## src/rtl/hilo_mac_ctrl_pkg.sv

```systemverilog
// Shared definitions for the HI/LO multiply-accumulate controller.
package hilo_mac_ctrl_pkg;

  localparam int unsigned MUL_STEPS = 32;

  typedef enum logic [1:0] {
    OpMulu  = 2'b00,
    OpMul   = 2'b01,
    OpMadd  = 2'b10,
    OpMaddu = 2'b11
  } mac_op_e;

  typedef enum logic [1:0] {
    StIdle = 2'b00,
    StCalc = 2'b01,
    StFix  = 2'b10,
    StWb   = 2'b11
  } mac_state_e;

  // Unsigned magnitude; 0x80000000 maps to 2^31 as required.
  function automatic logic [31:0] magnitude(input logic [31:0] v, input logic is_signed);
    return (is_signed && v[31]) ? (~v + 32'd1) : v;
  endfunction

endpackage

```

## src/rtl/shift_add_mul32.sv

```systemverilog
// Radix-2 shift-add 32x32 unsigned multiplier, one step per enabled cycle.
module shift_add_mul32 (
  input  logic        clk,
  input  logic        rst_n,
  input  logic        start,
  input  logic        step,
  input  logic [31:0] mag_a,
  input  logic [31:0] mag_b,
  output logic [63:0] product
);

  logic [31:0] mcand_q;
  logic [63:0] prod_q, prod_d;
  logic [32:0] sum;

  // Multiplier sits in the low half and is shifted out as the partial product grows.
  always_comb begin
    sum    = {1'b0, prod_q[63:32]} + (prod_q[0] ? {1'b0, mcand_q} : 33'd0);
    prod_d = prod_q;
    if (start) begin
      prod_d = {32'd0, mag_b};
    end else if (step) begin
      prod_d = {sum, prod_q[31:1]};
    end
  end

  always_ff @(posedge clk or negedge rst_n) begin
    if (!rst_n) begin
      mcand_q <= 32'd0;
      prod_q  <= 64'd0;
    end else begin
      if (start) mcand_q <= mag_a;
      prod_q <= prod_d;
    end
  end

  assign product = prod_q;

endmodule

```

## src/rtl/hilo_mac_ctrl.sv

```systemverilog
// HI/LO multiply/accumulate controller: FSM, sign fix-up and HI/LO accumulation.
module hilo_mac_ctrl
  import hilo_mac_ctrl_pkg::*;
(
  input  logic        clk,
  input  logic        rst_n,
  input  logic        req_valid,
  output logic        req_ready,
  input  logic [1:0]  req_op,
  input  logic [31:0] op_a,
  input  logic [31:0] op_b,
  input  logic        hilo_we,
  input  logic [63:0] hilo_wdata,
  output logic        busy,
  output logic        done,
  output logic [31:0] hi,
  output logic [31:0] lo
);

  mac_state_e  state_q, state_d;
  logic [4:0]  cnt_q;
  logic        sign_q, acc_q, done_q;
  logic [63:0] result_q, hilo_q, hilo_d, product;
  logic        xfer, op_signed, op_acc;

  assign req_ready = (state_q == StIdle);
  assign busy      = ~req_ready;
  assign xfer      = req_valid && req_ready;
  assign op_signed = (mac_op_e'(req_op) == OpMul) || (mac_op_e'(req_op) == OpMadd);
  assign op_acc    = (mac_op_e'(req_op) == OpMadd) || (mac_op_e'(req_op) == OpMaddu);

  shift_add_mul32 u_mul (
    .clk     (clk),
    .rst_n   (rst_n),
    .start   (xfer),
    .step    (state_q == StCalc),
    .mag_a   (magnitude(op_a, op_signed)),
    .mag_b   (magnitude(op_b, op_signed)),
    .product (product)
  );

  always_comb begin
    state_d = state_q;
    unique case (state_q)
      StIdle: if (xfer) state_d = StCalc;
      StCalc: if (cnt_q == 5'(MUL_STEPS - 1)) state_d = StFix;
      StFix:  state_d = StWb;
      StWb:   state_d = StIdle;
      default: state_d = StIdle;
    endcase
  end

  // A direct write in IDLE lands before any accumulate from the same-edge request.
  always_comb begin
    hilo_d = hilo_q;
    if (state_q == StIdle && hilo_we) begin
      hilo_d = hilo_wdata;
    end else if (state_q == StWb) begin
      hilo_d = acc_q ? (hilo_q + result_q) : result_q;
    end
  end

  always_ff @(posedge clk or negedge rst_n) begin
    if (!rst_n) begin
      state_q  <= StIdle;
      cnt_q    <= 5'd0;
      sign_q   <= 1'b0;
      acc_q    <= 1'b0;
      done_q   <= 1'b0;
      result_q <= 64'd0;
      hilo_q   <= 64'd0;
    end else begin
      state_q <= state_d;
      hilo_q  <= hilo_d;
      done_q  <= (state_q == StWb);
      if (xfer) begin
        cnt_q  <= 5'd0;
        sign_q <= op_signed && (op_a[31] ^ op_b[31]);
        acc_q  <= op_acc;
      end else if (state_q == StCalc) begin
        cnt_q <= cnt_q + 5'd1;
      end
      if (state_q == StFix) begin
        result_q <= sign_q ? (~product + 64'd1) : product;
      end
    end
  end

  assign done = done_q;
  assign hi   = hilo_q[63:32];
  assign lo   = hilo_q[31:0];

endmodule
```

## config.mk

```make
export PLATFORM = sky130hd
export DESIGN_NAME = hilo_mac_ctrl
export DESIGN_NICKNAME = d
export VERILOG_FILES = /design/src/rtl/hilo_mac_ctrl_pkg.sv /design/src/rtl/shift_add_mul32.sv /design/src/rtl/hilo_mac_ctrl.sv
export SDC_FILE = /design/constraint.sdc
export NUM_CORES = 1
export LEC_CHECK = 0
export ABC_AREA = 1
export CAP_MARGIN = 20
export CORE_ASPECT_RATIO = 1.2
export CORE_MARGIN = 2
export CORE_UTILIZATION = 50
export CTS_CLUSTER_DIAMETER = 150
export DETAILED_ROUTE_END_ITERATION = 7
export PLACE_DENSITY_LB_ADDON = 0.12
export SLEW_MARGIN = 20
export SYNTH_ARGS = -nofsm -noshare
export SYNTH_HDL_FRONTEND = slang
export SYNTH_SLANG_ARGS = --single-unit
```

## constraint.sdc

```tcl
create_clock -name clk -period 7.1 [get_ports clk]
set_input_delay 1.065 -clock clk [delete_from_list [all_inputs] [get_ports clk]]
set_output_delay 1.065 -clock clk [all_outputs]
set_load 0.03 [all_outputs]
```

==> qor.txt, run 1 <==
number of global-route vias before repair: 23,000
TritonCTS clock tree: done
final worst path period need: 3450 ps
# rows: 83
max incr delay on CP: 710 ps
Critical Path Source: req_op[0]
core area: 0.0429 mm^2
Crit path top cell by count: nand2_1
crit path kind: input port to flip-flop
Synth-to-Final Area Change: 16.1%
Pre-antenna DRT Iters: 6
fin crit share: 0.486
Finish-stage setup viols: 0
number of antenna violations at the first check in global routing: 0
skew final: 12.3 ps
arrival time at the worst endpoint: 3930 ps
R2R setup slack: 4000 ps
PostCTS Resize Cnt: 0
Setup crit end kind: flip-flop
first-pass GRT wire length: 123,000 um
total gr overflow: 0
setup_tns: 0 ps
ys async rst share: 1.00
relative slew slack: 0.246
status: finished clean
RR Startpoint: u_mul.product[0]
antenna-violating nets left: 0
VDD IR-drop max: 264 uV
Max Slew Vio Count: 0
MaxCap Viol Count: 0
Clock Tree Buf Depth: 3
fin util: 0.589
die width: 194 um
root buffer cell: clkbuf_16
crit-path max FO: 26
Fill cells: 4,355
Die Y: 233 um
Post-DP HPWL: 62,400 um
Clock transition at path regs: 60 ps
Clock Latency Late Sink: 600 ps
Via density: 5.49
share of cells above drive strength 1: 0.0392
DRC viols: 0
# IOs: 201
Synth Instances: 3,601
crit path cell chain: clkdlybuf4s50_1 > inv_1 > ha_1 > inv_1 > nand2_1 > clkinv_1 > nand2_1 > o21ai_0 > or2_0 > nand3_1 > nand2_1
crit path launch type: input port
DP Area: 0.0242 mm^2
Design Area, Final: 0.0253 mm^2
pwr dens: 509 mW/mm^2
Hold Crit Class: input port to asynchronous set/reset pin
sequential share of the synthesized area: 0.269
largest net degree at the start of global routing: 139
worst setup path end: u_mul.mcand_q[25]
GPL Wtd Cong: 1.01
Critical Path RT: 7580 ps
Overall Global Routing Usage: 0.343
Slowest cell on crit path: clkinv_1
CTS sink count: 234
Leak: 13.2 nW
diode count: 0
port bufs: 200
initial core utilization: 0.508
routed len/inst: 18.0 um
Synth Area per Inst: 6.05 um^2
CTS Hold Bufs: 0
RSZ-0062 raised after global routing: no
EDFF count, synth: 0
DIE AREA: 0.0452 mm^2
Yosys warnings: 0
starting DRC count in detailed routing: 2,007
Mapped Nets: 3,843
WL final: 77,800 um
Worst Reg-to-Reg Cells: 14
nets: 4,000
via count: 23,800
Final Hold Viols: 0
Max Freq: 0.290 GHz
CTS H-tree depth: 1
post-synthesis cell type count: 56
synthesized flop and latch total: 234
Worst-Margin Slew: 1130 ps
setup bufs post-CTS: 0
Top FF cell, synth: dfrtp_1
TritonCTS buffer count: 29
synthesized cell area: 0.0218 mm^2
FF-to-FF End: u_mul.product[57]
## state kept, by name (all words and copies together), names as in the netlist, 2 cells and up
signal / cells
u_mul.mcand_q: 32
hilo_q: 64
u_mul.product: 64
cnt_q: 5
result_q: 64
state_q: 2
## metal layers
metal / vias to the layer above / GRT usage / part of all wire
met5: - / 0 / 0
met4: 0 / 0.191 / 0.063
met3: 231 / 0.0319 / 0.063
met2: 917 / 0.586 / 0.46
met1: 10900 / 0.429 / 0.41
li1: 11700 / - / -
## cell usage in the layout (no fill, tap or decap), drive strengths merged, types with 4 or more instances in the layout
master and instances:
nand2 1236, inv 593, nor2 369, nand3 263, dfrtp 234, clkdlybuf4s50 199, o21ai 191, a21oi 151
ha 106, xor2 71, nor3 49, nand4 45, clkbuf 37, a22o 36, o22ai 24, o211ai 22
xnor2 20, buf 17, o21bai 15, o221ai 15, nor4 14, or2 13, nand3b 9, clkinv 9
a31oi 7, o31ai 6, o21a 5, bufinv 5, clkinvlp 4, and2 4
## final cells by class
cell class	count	area, um^2	area share
multi-input cells	2682	13300	0.527
flip-flops and latches	234	5860	0.232
inverters	595	2240	0.0884
repair buffers	216	2140	0.0846
clock buffers	37	806	0.0319
well taps	552	691	0.0273
clock inverters	16	238	0.00940
## cells by family (layout without fill, tap and decap cells)
logic type | count (synthesis) | in the layout | synth area share
AOI/OAI and AO/OA | 479 | 479 | 0.128
and+or+nand+nor | 2004 | 2004 | 0.384
adders and majority gates | 108 | 108 | 0.0628
DFF | 234 | 234 | 0.269
buffers and inverters | 685 | 864 | 0.120
xor gates and xnor gates | 91 | 91 | 0.0366
## report_power, final
group	total, mW	internal (mW)	switching (mW)	leakage, nW
clock	1.62	0.986	0.638	0.502
sequential	2.75	1.98	0.763	2.94
combinational	8.50	2.83	5.66	9.80
total	12.9	5.80	7.06	13.2
## stage by stage
stage               instances  setup slack (ps)  total power [mW]  hold slack (ps)
detailed placement       4279              3090              11.1              469
finish                   4332              3650              12.9              473
CTS                      4332              3720              12.8              485
global route             4332              3370              14.0              498
global placement         4279              3190              10.9              466
floorplan                3601              4600              8.42              449
## synthesized netlist by cell type (3+ instances only)
cell type / number / area (um^2)
a21o_1: 3 / 22.5
a21oi_1: 149 / 746
a22o_1: 36 / 315
a31oi_1: 7 / 43.8
and2_1: 3 / 18.8
buf_1: 13 / 48.8
buf_2: 18 / 90.1
clkbuf_1: 57 / 214
dfrtp_1: 234 / 5860
ha_1: 106 / 1330
inv_1: 580 / 2180
inv_2: 12 / 45.0
nand2_1: 1220 / 4580
nand2_2: 15 / 93.8
nand3_1: 259 / 1300
nand3_2: 4 / 40.0
nand3b_1: 9 / 67.6
nand4_1: 44 / 275
nor2_1: 351 / 1320
nor2_2: 13 / 81.3
nor2_4: 5 / 56.3
nor3_1: 42 / 210
nor3_2: 5 / 50.1
nor4_1: 12 / 75.1
o211ai_1: 22 / 165
o21a_1: 5 / 37.5
o21ai_0: 160 / 801
o21ai_1: 29 / 145
o21bai_1: 15 / 113
o221ai_1: 15 / 131
o22ai_1: 24 / 150
o31ai_1: 6 / 45.0
or2_2: 9 / 56.3
xnor2_1: 20 / 175
xor2_1: 71 / 622
## critical path: cells and delay by family
kind / cells / cell delay [ps]
fa+ha+maj: 1 / 280
buf+inv: 4 / 1310
compound gates: 1 / 150
simple gates: 5 / 1090
## worst min path at each step
stage | endpoint | slack, ps | depth (start not counted)
floorplan | u_mul.mcand_q[30] | 450 | 2
global placement | u_mul.mcand_q[13] | 470 | 2
detailed placement | u_mul.mcand_q[25] | 470 | 2
CTS | u_mul.mcand_q[25] | 490 | 2
global route | u_mul.mcand_q[13] | 500 | 2
finish | cnt_q[4] | 470 | 1
No activity file was read; power rests on OpenSTA's default activity.
==> inputs of run 2 (changes only) <==
==> constraint.sdc (replaced) <==
create_clock -name clk -period 3.3 [get_ports clk]
set_input_delay 0.495 -clock clk [delete_from_list [all_inputs] [get_ports clk]]
set_output_delay 0.495 -clock clk [all_outputs]
set_load 0.03 [all_outputs]
==> run 2 against run 1 <==
  * Highest routed layer unchanged
  * Clock power increased by 110%
  * Clock skew increased by 17 ps
  * Worst hold slack improved by 0.87 ps
  * Sequential power increased by 120%
  * Sequential cell count unchanged
  * Critical path depth increased by 5
  * Utilization increased by 0.32 points
  * Design area increased by 0.55%
==> qor.txt, run 2 (synthesis gave the netlist of run 1 again) <==
crit path kind: flip-flop to flip-flop (was input port to flip-flop)
crit-path max FO: 4 (was 26)
final worst path period need: 2870 ps
Fin Hold WS: 473 ps (about the same)
# IOs: 201 (unchanged)
Pre-antenna DRT Iters: 5 (was 6)
share of cells above drive strength 1: 0.0422 (was 0.0392)
core area: 0.0429 mm^2 (unchanged)
starting DRC count in detailed routing: 1,868 (was 2,007)
PostCTS Resize Cnt: 0 (unchanged)
nets: 4,014 (was 4,000)
port bufs: 200 (unchanged)
crit path launch type: flip-flop (was input port)
die width: 194 um (unchanged)
Finish-stage setup viols: 0 (unchanged)
WL final: 78,700 um (was 77,800 um)
status: finished clean (unchanged)
VDD IR-drop max: 660 uV (was 264 uV)
setup_tns: 0 ps (unchanged)
Leak: 13.3 nW (was 13.2 nW)
Die Y: 233 um (unchanged)
total gr overflow: 0 (unchanged)
Finished Layout Cells: 4,347 (was 4,332)
Post-DP HPWL: 63,300 um (was 62,400 um)
DRC viols: 0 (unchanged)
GPL Wtd Cong: 1.01 (about the same)
Setup crit end kind: flip-flop (unchanged)
Max Slew Vio Count: 0 (unchanged)
Synth-to-Final Area Change: 16.8% (was 16.1%)
RSZ-0062 raised after global routing: no (unchanged)
Clock Latency Late Sink: 590 ps (was 600 ps)
Fill cells: 4,226 (was 4,355)
setup bufs post-CTS: 0 (unchanged)
CTS sink count: 234 (unchanged)
skew final: 29.8 ps (was 12.3 ps)
Hold Crit Class: input port to flip-flop (was input port to asynchronous set/reset pin)
diode count: 0 (unchanged)
TritonCTS buffer count: 29 (unchanged)
DIE AREA: 0.0452 mm^2 (unchanged)
Clock Tree Buf Depth: 3 (unchanged)
most frequent cells in the layout: nand2_1 (1,219), inv_1 (578), nor2_1 (351) (was nand2_1 (1,219), inv_1 (576), nor2_1 (351))
number of antenna violations at the first check in global routing: 0 (unchanged)
# rows: 83 (unchanged)
via count: 23,900 (was 23,800)
routed len/inst: 18.1 um (was 18.0 um)
arrival time at the worst endpoint: 3340 ps (was 3930 ps)
dpl cells: 4,292 (was 4,279)
largest net degree at the start of global routing: 87 (was 139)
pwr dens: 1090 mW/mm^2 (was 509 mW/mm^2)
CTS H-tree depth: 1 (unchanged)
most common cell after layout, fill and taps aside: nand2_1 (unchanged)
Overall Global Routing Usage: 0.347 (was 0.343)
TritonCTS clock tree: done (unchanged)
area of the multi-input gates: 0.0133 mm^2 (unchanged)
fin crit share: 0.871
Via density: 5.50 (was 5.49)
Register Area: 0.00586 mm^2 (unchanged)
MaxCap Viol Count: 0 (unchanged)
Max Freq: 0.348 GHz
relative slew slack: 0.400 (was 0.246)
Clock transition at path regs: 60 ps (about the same)
Final Hold Viols: 0 (unchanged)
root buffer cell: clkbuf_16 (unchanged)
fin util: 0.593 (was 0.589)
number of global-route vias before repair: 23,100 (was 23,000)
Worst-Margin Slew: 899 ps (was 1130 ps)
first-pass GRT wire length: 124,000 um (was 123,000 um)
initial core utilization: 0.508 (unchanged)
antenna-violating nets left: 0 (unchanged)
Critical Path RT: 3760 ps (was 7580 ps)
[run 2: stage by stage]
stage                     power [mW]  instance area (um^2)  worst slack (ps)
final                           27.7                 25400               426
after global routing            30.1                 25400               190
after CTS                       27.5                 25400               464
after detailed placement        24.0                 24400               474
after global placement          23.7                 24400               568
after floorplan                 18.1                 21800               851
[run 2: routing by layer]
metal | global-route usage | routed length, um | vias to the layer above
met3 | 0.0345 | 4760 | 208
met2 | 0.606 | 37300 | 857
met1 | 0.428 | 32400 | 11100
met5 | 0 | 0 | -
met4 | 0.171 | 4220 | 0
li1 | - | - | 11800
[run 2: what timing repair did]
action | in CTS | in global routing
setup endpoints to repair | 0 | 0
endpoints found under the hold margin | 82 | 0
hold buffers | 1 | 0
[run 2: worst paths after layout]
kind / start / to / slack (ps) / cells past startpoint
max: hilo_q[0] / hilo_q[44] / 430 / 16
min: hilo_wdata[9] / hilo_q[9] / 470 / 3
max reg2reg: hilo_q[0] / hilo_q[44] / 430 / 16
min reg2reg: u_mul.mcand_q[30] / u_mul.mcand_q[30] / 480 / 2
max in group asynchronous: rst_n / result_q[56] / 1980 / 3
min in group asynchronous: rst_n / u_mul.product[9] / 500 / 2
[run 2: power breakdown]
part | internal, mW | switching, mW
registers | 4.27 | 1.70
clock network | 2.04 | 1.37
logic | 6.16 | 12.2
[run 2: critical path: stages (launching register included)]
cell and delay [ps]:
dfrtp_1 390, ha_1 250, fa_1 470, nand3_1 120, nand3_1 190, nand2_1 120, nand2_1 130, nand2_1 90
nand2_1 110, nand2_1 80, nand2_1 210, nand2_1 150, nand2_1 60, nand2_1 50, nand3_1 160, nand2_1 130
nand2_1 50
[run 2: layout make-up]
cell class	count	share of cell area
Clock buffer	38	0.0318
Clock inverter	16	0.00797
Inverter	595	0.0880
Multi-Input combinational cell	2682	0.524
Sequential cell	234	0.230
Tap cell	552	0.0272
Timing Repair Buffer	230	0.0909
==> inputs of run 3 (changes only) <==
--- a/config.mk
+++ b/config.mk
@@ -9,9 +9,10 @@
 export CAP_MARGIN = 20
 export CORE_ASPECT_RATIO = 1.2
 export CORE_MARGIN = 2
-export CORE_UTILIZATION = 50
+export CORE_UTILIZATION = 40
 export CTS_CLUSTER_DIAMETER = 150
 export DETAILED_ROUTE_END_ITERATION = 7
+export HOLD_SLACK_MARGIN = 0.05
 export PLACE_DENSITY_LB_ADDON = 0.12
 export SLEW_MARGIN = 20
 export SYNTH_ARGS = -nofsm -noshare
==> run 3 against run 2 <==
  * First-iteration DRC count fell by 7.0%
  * Cell count rose by 3.7%
  * Routed wire length fell by 1.1%
  * Worst hold slack got worse by 4.8 ps
  * Combinational power barely moved
  * Total power fell by 0.30%
  * Die area rose by 25%
  * Clock-buffer cell count fell by 2
  * Via count fell by 4.8%
  * Non-clock buffer count rose by 1
  * Sequential share of layout area fell by 0.22 points
  * Largest power group unchanged
==> qor.txt, run 3 (synthesis gave the netlist of run 1 again) <==
Finish-stage setup viols: 0 (unchanged)
Worst Reg-to-Reg Cells: 16 (unchanged)
Post-DP HPWL: 63,300 um (about the same)
setup_tns: 0 ps (unchanged)
skew final: 21.2 ps (was 29.8 ps)
total gr overflow: 0 (unchanged)
Die Y: 260 um (was 233 um)
FF-to-FF End: hilo_q[60] (was hilo_q[44])
share of cells above drive strength 1: 0.0435 (was 0.0422)
root buffer cell: clkbuf_16 (unchanged)
# IOs: 201 (unchanged)
Fin Hold WS: 469 ps (was 473 ps)
relative slew slack: 0.354 (was 0.400)
Clock transition at path regs: 60 ps (about the same)
fin util: 0.477 (was 0.593)
Setup crit end kind: flip-flop (unchanged)
Clock Tree Buf Depth: 3 (unchanged)
initial core utilization: 0.405 (was 0.508)
Hold Crit Start: hilo_wdata[18] (was hilo_wdata[9])
DRC viols: 0 (unchanged)
number of global-route vias before repair: 22,100 (was 23,100)
Clock Latency Late Sink: 600 ps (was 590 ps)
worst hold stages: 3 (unchanged)
Max Freq: 0.365 GHz (was 0.348 GHz)
TritonCTS buffer count: 29 (unchanged)
starting DRC count in detailed routing: 1,738 (was 1,868)
MaxCap Viol Count: 0 (unchanged)
Worst-Margin Slew: 967 ps (was 899 ps)
via count: 22,800 (was 23,900)
VDD IR-drop max: 513 uV (was 660 uV)
arrival time at the worst endpoint: 3210 ps (was 3340 ps)
diode count: 0 (unchanged)
crit-path max FO: 4 (unchanged)
# rows: 93 (was 83)
routed len/inst: 17.3 um (was 18.1 um)
R2R setup slack: 560 ps (was 430 ps)
number of antenna violations at the first check in global routing: 0 (unchanged)
die width: 217 um (was 194 um)
Synth-to-Final Area Change: 17.9% (was 16.8%)
Critical Path Source: hilo_q[0] (unchanged)
status: finished clean (unchanged)
nets: 4,015 (was 4,014)
Overall Global Routing Usage: 0.275 (was 0.347)
core area: 0.0538 mm^2 (was 0.0429 mm^2)
CTS sink count: 234 (unchanged)
Leak: 13.4 nW (was 13.3 nW)
Power, Total: 27.7 mW (about the same)
WL final: 77,800 um (was 78,700 um)
DIE AREA: 0.0563 mm^2 (was 0.0452 mm^2)
Design Area, Final: 0.0257 mm^2 (was 0.0254 mm^2)
Max Slew Vio Count: 0 (unchanged)
Pre-antenna DRT Iters: 5 (unchanged)
crit path launch type: flip-flop (unchanged)
most common cell after layout, fill and taps aside: nand2_1 (unchanged)
DP Area: 0.0246 mm^2 (was 0.0244 mm^2)
Critical Path RT: 3770 ps (was 3760 ps)
hold endpoint: hilo_q[18] (was hilo_q[9])
Fill cells: 5,842 (was 4,226)
antenna-violating nets left: 0 (unchanged)
port bufs: 200 (unchanged)
Final Hold Viols: 0 (unchanged)
crit path kind: flip-flop to flip-flop (unchanged)
CTS H-tree depth: 1 (unchanged)
RSZ-0062 raised after global routing: no (unchanged)
Register Area: 0.00586 mm^2 (unchanged)
largest net degree at the start of global routing: 89 (was 87)
Hold Crit Class: input port to flip-flop (unchanged)
fin crit share: 0.829 (was 0.871)
first-pass GRT wire length: 122,000 um (was 124,000 um)
GPL Wtd Cong: 0.955 (was 1.01)
most frequent cells in the layout: nand2_1 (1,219), inv_1 (578), nor2_1 (350) (was nand2_1 (1,219), inv_1 (578), nor2_1 (351))
TritonCTS clock tree: done (unchanged)
PostCTS Resize Cnt: 0 (unchanged)
pwr dens: 1080 mW/mm^2 (was 1090 mW/mm^2)
final worst path period need: 2740 ps (was 2870 ps)
Via density: 5.05 (was 5.50)
area of the multi-input gates: 0.0133 mm^2 (about the same)
RR Startpoint: hilo_q[0] (unchanged)
-- run 3: worst max-delay path, stage by stage, from the launching register on --
cell     delay (ps)
dfrtp_1         390
ha_1            260
fa_1            440
nand3_1         110
nand3_1         180
nand2_1         110
nand2_1         150
nand2_1         100
nand2_1         110
nand2_1          80
nand2_1         170
nand2_1         200
nand2_1          70
nand2_1          60
nand3_1          60
nand2_1         100
nand2_1          50
-- run 3: where the power goes --
group	internal, mW	leakage, nW	switching, mW
clock network	2.19	0.525	1.38
registers	4.27	2.94	1.68
logic	6.16	9.90	12.0
-- run 3: what timing repair did --
action	4_1_cts	5_1_grt
buffers inserted	0	0
hold buffers	1	0
hold endpoints to repair	85	0
-- run 3: how the worst max path moves through the flow --
stage | end | slack (ps) | cells after the start
final | hilo_q[60] | 560 | 16
after global routing | hilo_q[60] | 360 | 16
after CTS | hilo_q[60] | 560 | 16
after detailed placement | u_mul.product[21] | 490 | 11
after global placement | u_mul.product[28] | 550 | 13
after floorplan | u_mul.product[57] | 850 | 15
-- run 3: layout make-up --
type	instances	share of cell area
Sequential cell	234	0.228
Multi-Input combinational cell	2682	0.519
Clock buffer	36	0.0313
Tap cell	712	0.0347
Inverter	595	0.0871
Clock inverter	18	0.00990
Timing Repair Buffer	231	0.0898
-- run 3: through the flow --
stage          std cells  setup WS [ps]
3_3_place_gp        4453            553
3_5_place_dp        4453            492
2_1_floorplan       3601            851
6_report            4508            563
4_1_cts             4508            557
5_1_grt             4508            356
-- run 3: layer usage --
metal	GRT usage	share of wire	vias to the layer above
met4	0.103	0.039	0
met1	0.357	0.44	10300
met3	0.0230	0.042	128
li1	-	-	11700
met5	0	0	-
met2	0.474	0.47	557
